## config.mk

```make
export PLATFORM = sky130hd
export DESIGN_NAME = vc_input_buffer_flat
export DESIGN_NICKNAME = d
export VERILOG_FILES = /design/src/rtl/vc_input_buffer_if.sv /design/src/rtl/vc_input_buffer.sv /design/src/flat_wrapper.sv
export SDC_FILE = /design/constraint.sdc
export NUM_CORES = 1
export LEC_CHECK = 0
export CAP_MARGIN = 15
export CORE_MARGIN = 2
export CORE_UTILIZATION = 64
export CTS_BUF_LIST = sky130_fd_sc_hd__clkbuf_16
export CTS_CLUSTER_DIAMETER = 150
export CTS_CLUSTER_SIZE = 16
export DETAILED_ROUTE_END_ITERATION = 12
export PLACE_DENSITY_LB_ADDON = 0.12
export SYNTH_ARGS = -nofsm -noshare
export SYNTH_HDL_FRONTEND = slang
export SYNTH_SLANG_ARGS = --single-unit
```

## constraint.sdc

```tcl
create_clock -name clk -period 8.43 [get_ports clk]
set_clock_uncertainty 0.2 [all_clocks]
set_input_delay 2.529 -clock clk [delete_from_list [all_inputs] [get_ports clk]]
set_output_delay 2.529 -clock clk [all_outputs]
set_load 0.02 [all_outputs]
```

## src/rtl/vc_input_buffer_if.sv

```systemverilog
// Upstream-link and per-VC head-of-line bundle for vc_input_buffer.
// The buffer side uses the slave modport; the upstream/router side uses master.
interface vc_input_buffer_if #(
    parameter int unsigned FLIT_WIDTH = 32,
    parameter int unsigned VC_NUM     = 2
);
    logic [FLIT_WIDTH-1:0]        data_i;
    logic                         valid_flit_i;
    logic [VC_NUM-1:0]            on_off_o;
    logic [VC_NUM-1:0]            vc_allocatable_o;
    logic [VC_NUM-1:0]            read_i;
    logic [VC_NUM*FLIT_WIDTH-1:0] data_o;
    logic [VC_NUM-1:0]            valid_o;
    logic [VC_NUM-1:0]            error_o;

    modport master (
        output data_i, valid_flit_i, read_i,
        input  on_off_o, vc_allocatable_o, data_o, valid_o, error_o
    );

    modport slave (
        input  data_i, valid_flit_i, read_i,
        output on_off_o, vc_allocatable_o, data_o, valid_o, error_o
    );
endinterface

```

## src/rtl/vc_input_buffer.sv

```systemverilog
// Per-port NoC router input stage: VC_NUM FIFOs with packet FSMs, on/off flow control and
// protocol error flags. Define NOC_ERR_STICKY_EN to make error_o latch until reset.
module vc_input_buffer #(
    parameter int unsigned FLIT_WIDTH  = 32,
    parameter int unsigned VC_NUM      = 2,
    parameter int unsigned BUFFER_SIZE = 8,
    parameter int unsigned OFF_MARGIN  = 2
) (
    input logic              clk,
    input logic              rst,
    vc_input_buffer_if.slave link
);
    localparam int unsigned VC_W  = $clog2(VC_NUM);
    localparam int unsigned PTR_W = $clog2(BUFFER_SIZE);
    localparam int unsigned CNT_W = $clog2(BUFFER_SIZE + 1);

    localparam logic [1:0] FlitHead     = 2'b00;
    localparam logic [1:0] FlitBody     = 2'b01;
    localparam logic [1:0] FlitTail     = 2'b10;
    localparam logic [1:0] FlitHeadTail = 2'b11;

    typedef enum logic [1:0] {StIdle, StRecv, StDrain} vc_state_e;

    vc_state_e             state_q  [VC_NUM];
    vc_state_e             state_d  [VC_NUM];
    logic [PTR_W-1:0]      wr_ptr_q [VC_NUM];
    logic [PTR_W-1:0]      wr_ptr_d [VC_NUM];
    logic [PTR_W-1:0]      rd_ptr_q [VC_NUM];
    logic [PTR_W-1:0]      rd_ptr_d [VC_NUM];
    logic [CNT_W-1:0]      cnt_q    [VC_NUM];
    logic [CNT_W-1:0]      cnt_d    [VC_NUM];
    logic [FLIT_WIDTH-1:0] mem      [VC_NUM][BUFFER_SIZE];

    logic [VC_NUM-1:0] sel, legal, accept, pop;
    logic [VC_NUM-1:0] on_off_q, on_off_d, err_q, err_d;

    logic [1:0]      flit_type;
    logic [VC_W-1:0] flit_vc;
    logic            vc_ok;

    assign flit_type = link.data_i[FLIT_WIDTH-1 -: 2];
    assign flit_vc   = link.data_i[FLIT_WIDTH-3 -: VC_W];
    assign vc_ok     = 32'(flit_vc) < VC_NUM;

    function automatic logic [PTR_W-1:0] ptr_inc(input logic [PTR_W-1:0] p);
        return (32'(p) == BUFFER_SIZE - 1) ? '0 : p + 1'b1;
    endfunction

    always_comb begin
        sel      = '0;
        legal    = '0;
        accept   = '0;
        pop      = '0;
        on_off_d = '0;
        err_d    = '0;
        // Out-of-range VC ids have no FIFO of their own; report them on VC 0.
        err_d[0] = link.valid_flit_i & ~vc_ok;
        for (int v = 0; v < VC_NUM; v++) begin
            state_d[v]  = state_q[v];
            wr_ptr_d[v] = wr_ptr_q[v];
            rd_ptr_d[v] = rd_ptr_q[v];

            sel[v] = link.valid_flit_i && vc_ok && (32'(flit_vc) == 32'(v));
            case (state_q[v])
                StIdle:  legal[v] = (flit_type == FlitHead) || (flit_type == FlitHeadTail);
                StRecv:  legal[v] = (flit_type == FlitBody) || (flit_type == FlitTail);
                default: legal[v] = 1'b0;
            endcase
            // Fullness uses the pre-read count: a same-cycle pop never frees the slot.
            accept[v] = sel[v] && legal[v] && (32'(cnt_q[v]) != BUFFER_SIZE);
            pop[v]    = link.read_i[v] && (cnt_q[v] != '0);
            err_d[v]  = err_d[v] | (sel[v] & ~accept[v]) | (link.read_i[v] & ~pop[v]);

            cnt_d[v] = cnt_q[v] + CNT_W'(accept[v]) - CNT_W'(pop[v]);
            if (accept[v]) wr_ptr_d[v] = ptr_inc(wr_ptr_q[v]);
            if (pop[v])    rd_ptr_d[v] = ptr_inc(rd_ptr_q[v]);

            // Legality is already enforced, so the flit type alone picks the next state.
            if (accept[v]) begin
                case (flit_type)
                    FlitHead:               state_d[v] = StRecv;
                    FlitTail, FlitHeadTail: state_d[v] = StDrain;
                    default:                state_d[v] = state_q[v];
                endcase
            end
            if (state_q[v] == StDrain && cnt_d[v] == '0) state_d[v] = StIdle;

            on_off_d[v] = (32'(cnt_d[v]) + OFF_MARGIN) <= BUFFER_SIZE;
        end
    end

    always_ff @(posedge clk or posedge rst) begin
        if (rst) begin
            for (int v = 0; v < VC_NUM; v++) begin
                state_q[v]  <= StIdle;
                wr_ptr_q[v] <= '0;
                rd_ptr_q[v] <= '0;
                cnt_q[v]    <= '0;
            end
            on_off_q <= '1;
            err_q    <= '0;
        end else begin
            for (int v = 0; v < VC_NUM; v++) begin
                state_q[v]  <= state_d[v];
                wr_ptr_q[v] <= wr_ptr_d[v];
                rd_ptr_q[v] <= rd_ptr_d[v];
                cnt_q[v]    <= cnt_d[v];
            end
            on_off_q <= on_off_d;
`ifdef NOC_ERR_STICKY_EN
            err_q <= err_q | err_d;
`else
            err_q <= err_d;
`endif
        end
    end

    // Storage needs no reset: data_o is masked whenever a VC is empty.
    always_ff @(posedge clk) begin
        for (int v = 0; v < VC_NUM; v++) begin
            if (accept[v]) mem[v][wr_ptr_q[v]] <= link.data_i;
        end
    end

    always_comb begin
        link.valid_o          = '0;
        link.vc_allocatable_o = '0;
        link.data_o           = '0;
        for (int v = 0; v < VC_NUM; v++) begin
            link.valid_o[v]          = cnt_q[v] != '0;
            link.vc_allocatable_o[v] = state_q[v] == StIdle;
            if (cnt_q[v] != '0) link.data_o[v*FLIT_WIDTH +: FLIT_WIDTH] = mem[v][rd_ptr_q[v]];
        end
    end

    assign link.on_off_o = on_off_q;
    assign link.error_o  = err_q;

endmodule

```

## src/flat_wrapper.sv

```systemverilog
// flat-port wrapper written by rule: the top's interface ports become plain ports
module vc_input_buffer_flat 
#(
    parameter int unsigned FLIT_WIDTH  = 32,
    parameter int unsigned VC_NUM      = 2,
    parameter int unsigned BUFFER_SIZE = 8,
    parameter int unsigned OFF_MARGIN  = 2
)
  (clk, rst, link_data_i, link_valid_flit_i, link_read_i, link_on_off_o, link_vc_allocatable_o, link_data_o, link_valid_o, link_error_o);
  vc_input_buffer_if #(.FLIT_WIDTH(FLIT_WIDTH), .VC_NUM(VC_NUM)) link_i ();
  input logic clk;
  input logic rst;
  input wire logic [$bits(link_i.data_i)-1:0] link_data_i;
  input wire logic [$bits(link_i.valid_flit_i)-1:0] link_valid_flit_i;
  input wire logic [$bits(link_i.read_i)-1:0] link_read_i;
  output wire logic [$bits(link_i.on_off_o)-1:0] link_on_off_o;
  output wire logic [$bits(link_i.vc_allocatable_o)-1:0] link_vc_allocatable_o;
  output wire logic [$bits(link_i.data_o)-1:0] link_data_o;
  output wire logic [$bits(link_i.valid_o)-1:0] link_valid_o;
  output wire logic [$bits(link_i.error_o)-1:0] link_error_o;
  assign link_i.data_i = link_data_i;
  assign link_i.valid_flit_i = link_valid_flit_i;
  assign link_i.read_i = link_read_i;
  assign link_on_off_o = link_i.on_off_o;
  assign link_vc_allocatable_o = link_i.vc_allocatable_o;
  assign link_data_o = link_i.data_o;
  assign link_valid_o = link_i.valid_o;
  assign link_error_o = link_i.error_o;
  vc_input_buffer #(.FLIT_WIDTH(FLIT_WIDTH), .VC_NUM(VC_NUM), .BUFFER_SIZE(BUFFER_SIZE), .OFF_MARGIN(OFF_MARGIN)) u_core (.clk(clk), .rst(rst), .link(link_i));
endmodule
```

After elaboration in Yosys (flattened, before gate mapping)
Memories as Yosys holds them, arrays and structs flattened.
Index checks and enable logic that the tools add are counted.
Cells by class
  add/subtract/negate cells: 10
  magnitude comparators: 8
  equality and inequality tests: 13
  muxes and demuxes: 30
  bitwise logic cells: 15
  reduce and logical (&&, ||, !) cells: 29
Operators with widths (number)
  $mux W256: 4
  $mux W32: 8
  $reduce_or A256 Y1: 1
  $bmux W32 S3: 2
  $demux W32 S3: 2
  $le A32 B4 Y1 const B: 2
  $ge A4 B4 Y1 const B: 4
  $not A3 Y4: 4
  $add A3 B1 Y3 const B: 4
  $eq A3 B3 Y1 const B: 4
  $logic_and A1 B1 Y1: 12
  $mux W3: 4
  $add A4 B2 Y5 const B: 2
  $add A4 B1 Y4: 2
  $eq A2 B2 Y1 const B: 4
  $logic_not A4 Y1: 2
  $lt A4 B1 Y1 const B: 2
  $mux W2: 4
  $ne A4 B4 Y1 const B: 2
  $reduce_bool A4 Y1: 2
  $sub A4 B1 Y4: 2
  $eq A2 B1 Y1 const B: 3
  $logic_not A2 Y1: 3
  $reduce_bool A3 Y1: 2
  other kinds (10): 24
Storage, ports and cells
  bits in registers: 28
  bits in writable memories: 512
  input bits: 37
  output and inout port bits: 72
  logic and storage cells: 116
  memories: 1
Memories
  u_core.mem: words 2, width 256, rd ports 2, clocked after Yosys merged registers in 0, wr ports 1, line vc_input_buffer.sv:32  | logic [FLIT_WIDTH-1:0] mem [VC_NUM][BUFFER_SIZE];

Longest topological paths before layout
  depth after elaboration: 11
  mapped depth: 14
  depth with buffers taken out: 13

Least setup slack after synthesis
No wires, ideal clock.
  kind: input to register
  start: input port link_data_i[30]
  end: memory u_core.mem[0][416] in the netlist's numbering, enable pin
  library setup time: 0.513 ns
  arrival time: 6.940 ns
  required time: 7.717 ns
  path slack: 0.777 ns
  stages: 6
  buffers on the path: 1
  path through: inv_1 ha_1 xor2_1 a2111o_1 buf_2 nor4b_1
On the way
  word-level cells in the longest chain between the ends: 9
  elaborated cells between the ends (all ways): 19
  those cells by class: eq/ne (3); mux (8); reduce/logical (8)
Ends and longest elaborated chain
  start: declaration: line flat_wrapper.sv:13  | input wire logic [$bits(link_i.data_i)-1:0] link_data_i;
  $eq A2 B1 Y1 (tied with other cells): line vc_input_buffer.sv:66  | StRecv: legal[v] = (flit_type == FlitBody) || (flit_type == FlitTail);
  $logic_or A1 B1 Y1 (on tied branches): line vc_input_buffer.sv:66, vc_input_buffer.sv:65
  $pmux W1 S2: line vc_input_buffer.sv:64  | case (state_q[v])
  $logic_and A1 B1 Y1 (2 in a row): line vc_input_buffer.sv:70  | accept[v] = sel[v] && legal[v] && (32'(cnt_q[v]) != BUFFER_SIZE);
  $mux W1: line vc_input_buffer.sv:121  | if (accept[v]) mem[v][wr_ptr_q[v]] <= link.data_i;
  $mux W256 (not written as such): line vc_input_buffer.sv:121
  $reduce_or A256 Y1 (no source line)
  $mux W1 (no source line) / $mux W256 (equally long branches)
  end: declaration: line vc_input_buffer.sv:32
Several ways; a longest one is shown, not always the timed one.

Worst setup path in the final report
  start: register u_core.rd_ptr_q[0] in the netlist's numbering
  end: output port link_data_o[32]
On the way
  word-level cells in the longest chain between the ends: 5
Ends and longest elaborated chain
  start: declaration: line vc_input_buffer.sv:28  | logic [PTR_W-1:0] rd_ptr_q [VC_NUM];
  start signal: indexed assignment: line vc_input_buffer.sv:106  | rd_ptr_q[v] <= rd_ptr_d[v];
  $not A3 Y4 (not written as such): line vc_input_buffer.sv:132  | if (cnt_q[v] != '0) link.data_o[v*FLIT_WIDTH +: FLIT_WIDTH] = mem[v][rd_ptr_q[v]];
  $bmux W32 S3: line vc_input_buffer.sv:132
  $mux W32 (not written as such) (2 in a row): line vc_input_buffer.sv:132
  $mux W32: line vc_input_buffer.sv:132
  end: declaration: line flat_wrapper.sv:18  | output wire logic [$bits(link_i.data_o)-1:0] link_data_o;
Every way passes these cells. The select of a mux whose other input is x is not followed.

==> run_results.csv <==
group,metric,value,unit
drt,routed_wl,40800,um
setup_path,cp-end-kind,"primary output",
synth,synth_top_area_share,73.7,%
floorplanning,initial_core_util,64.6,%
synth,synth_top_area_cell,"edfxtp_1",
placement,port_buffers,108,
global_routing,grt_pass1_wl,62400,um
timing,grt_setup_unrepaired,"false",
timing,tns,0,ns
synth,avgSynthCellArea,22.6,um^2
timing,slew_headroom,25.8,%
synth,syn_inst,921,
setup_path,crit_slowest_cell,"dfrtp_4",
drt,route.met3.wl,2340,um
setup_path,r2r_end,"u_core.state_q[3]",
drt,postRouteAntennaNets,0,
min_path,min_to,"u_core.state_q[2]",
finish,diodes,0,
drt,wl_per_cell,27.2,um
synth,yosys_warnings,0,
synth,ys_ff_latch,540,
drt,firstDrtPassIters,5,
drt,drtIter0Drc,934,
global_routing,first_global_vias,10300,
floorplanning,core_region_area,32300,um^2
clock_network,cts_sinks,540,
pwr,power_leakage,0.00763,uW
timing,worstMarginPinSlew,1.11,ns
clock_network,cts_hold_buf,0,
clock_network,cts_tree,"built",
min_path,worstHoldStart,"u_core.state_q[2]",
drt,viasPerCell,6.44,
finish,drive_gt1_share,22.3,%
setup_path,cp.arrival,3.58,ns
synth,yosys-top-cells-count,"edfxtp_1, mux4_2, a22o_1, dfrtp_1, ha_1",
timing,fin_crit_sh,74.9,%
setup_path,reg2regPathDepth,13,
global_routing,grt_antenna_before_repair,0,
setup_path,cpLargestDelayFamily,"buffers and inverters",
flow_run,drv_cap,0,
clock_network,cts_buffers,39,
placement,dp_cells,1452,
setup_path,critical_path_buf_inv_count,2,
pwr,power_density,322,nW/um^2
clock_network,clkLatencyLatePin,0.53,ns
clock_network,cts_setup_buffers,0,
setup_path,path_max_fanout,48,
setup_path,slowest_delay,1.06,ns
global_routing,grt-ovfl-total,0,
global_routing,grt_max_degree,52,
floorplanning,die_width,185,um
drt,num_vias,9659,
setup_path,required,5.70,ns
clock_network,htree_levels,2,
setup_path,rrSetupSlack,4.76,ns
timing,slew_violations,0,
pwr,peakVddDrop,0.000273,V
placement,hpwl,22800,um
timing,hold_viol_final,0,
synth,synth_area,20900,um^2
clock_network,path_clk_slew,0.07,ns
synth,ys.flop_type,"edfxtp_1",
setup_path,worst_r2r_startpoint,"u_core.cnt_q[6]",
floorplanning,dieArea,34100,um^2
floorplanning,io_pins,109,
synth,yosys-top-cells-area,"edfxtp_1, mux4_2, dfrtp_1",
clock_network,clock_path_buffers,3,
synth,yosysUniqueCellTypes,46,
clock_network,cts.repair.resized,0,
finish,instances_no_fill,1499,
drt,topRoutingLayerUsed,"met4",
setup_path,path_cells,"buf_4 -> mux4_2 -> a22o_1 -> clkdlybuf4s50_1",
placement,gp_congestion,0.785,
floorplanning,rows,66,
finish,fillCellCount,1835,
setup_path,crit_type,"reg2out",
setup_path,startpoint,"u_core.rd_ptr_q[0]",
clock_network,cts-root-buf,"clkbuf_16",
placement,place_area,22500,um^2
synth,yosysSeqAreaShare,77.1,%
drt,drcViolationCount,0,
floorplanning,die_y,185,um
synth,synth_fp_nets,984,
synth,async_reset_ff_share,5.19,%
finish,syn2layout_area_growth,13.0,%
synth,synth_edf_count,512,
finish,final_nets,1114,
setup_path,cp_num_cells,4,
synth,synth_most_common_cell,"edfxtp_1",
finish,design_area,23600,um^2
drt,routed-wl-met2,21300,um
global_routing,track_usage,25.2,%
timing,fmax,158,MHz
min_path,min_path_cells,1,
min_path,min_path_type,"reg2reg",
drt,wl_met1,16400,um
setup_path,start_kind,"flip-flop",
timing,min_period,6.31,ns
timing,finalSetupViolations,0,
status,outcome,"finished, final reports clean",
==> cell usage in the layout (no fill, tap or decap), drive strengths merged, types with 10 or more instances in the layout <==
cell type      count
edfxtp           512
mux4             128
clkdlybuf4s50    108
a22o              64
clkbuf            39
inv               30
buf               27
dfrtp             26
ha                24
nand2             16
nor2              13
nor3              10
==> stage by stage <==
| step | power (uW) | setup slack, ns | util, % | hold WS, ns |
|---|---|---|---|---|
| 2_1_floorplan | 5040 | 0.777 | - | 0.324 |
| 3_3_place_gp | 5950 | 1.83 | 69.8 | 0.376 |
| 3_5_place_dp | 5990 | 1.65 | 69.8 | 0.383 |
| 4_1_cts | 7670 | 2.01 | 73.0 | 0.402 |
| 5_1_grt | 7920 | 1.88 | 73.0 | 0.429 |
| 6_report | 7590 | 2.12 | 73.0 | 0.397 |
==> flip-flops by register name, summed over array words and instances, names as in the netlist <==
signal / cells
u_core.wr_ptr_q: 6
u_core.cnt_q: 8
u_core.mem: 512
u_core.rd_ptr_q: 6
u_core.state_q: 4
u_core.link.error_o: 2
u_core.link.on_off_o: 2
==> logic make-up after synthesis <==
family | share of synthesized area, %
and+or+nand+nor | 1.66
muxes | 14.1
DFF | 77.1
adders and majority gates | 1.63
buffers and inverters | 1.84
AOI/OAI and AO/OA | 3.40
xor gates and xnor gates | 0.252
==> worst max path at each step <==
stage,endpoint,slack [ns]
after global placement,u_core.state_q[3],1.83
after global routing,link_data_o[32],1.88
final,link_data_o[32],2.12
after floorplan,u_core.mem[0][416],0.78
after CTS,link_data_o[32],2.01
after detailed placement,u_core.state_q[3],1.65
==> where the power goes <==
group	switching, uW	internal [uW]	total [uW]
logic	1240	1310	2550
registers	289	3070	3350
clock network	822	857	1680
==> per-layer routing <==
| layer | global-route usage [%] | up-vias |
|---|---|---|
| li1 | - | 4118 |
| met1 | 35.8 | 5147 |
| met2 | 42.8 | 332 |
| met3 | 3.30 | 62 |
| met4 | 6.02 | 0 |
| met5 | 0 | - |
==> final cells by class <==
class / count / area [um^2] / area share [%]
Clock buffer: 39 / 976 / 4.14
Multi-Input combinational cell: 312 / 4510 / 19.2
Clock inverter: 8 / 61.3 / 0.260
Sequential cell: 540 / 16100 / 68.3
Tap cell: 442 / 553 / 2.35
Inverter: 23 / 86.3 / 0.366
Timing Repair Buffer: 135 / 1280 / 5.45
Note: power is estimated with default switching activity, not from simulation.
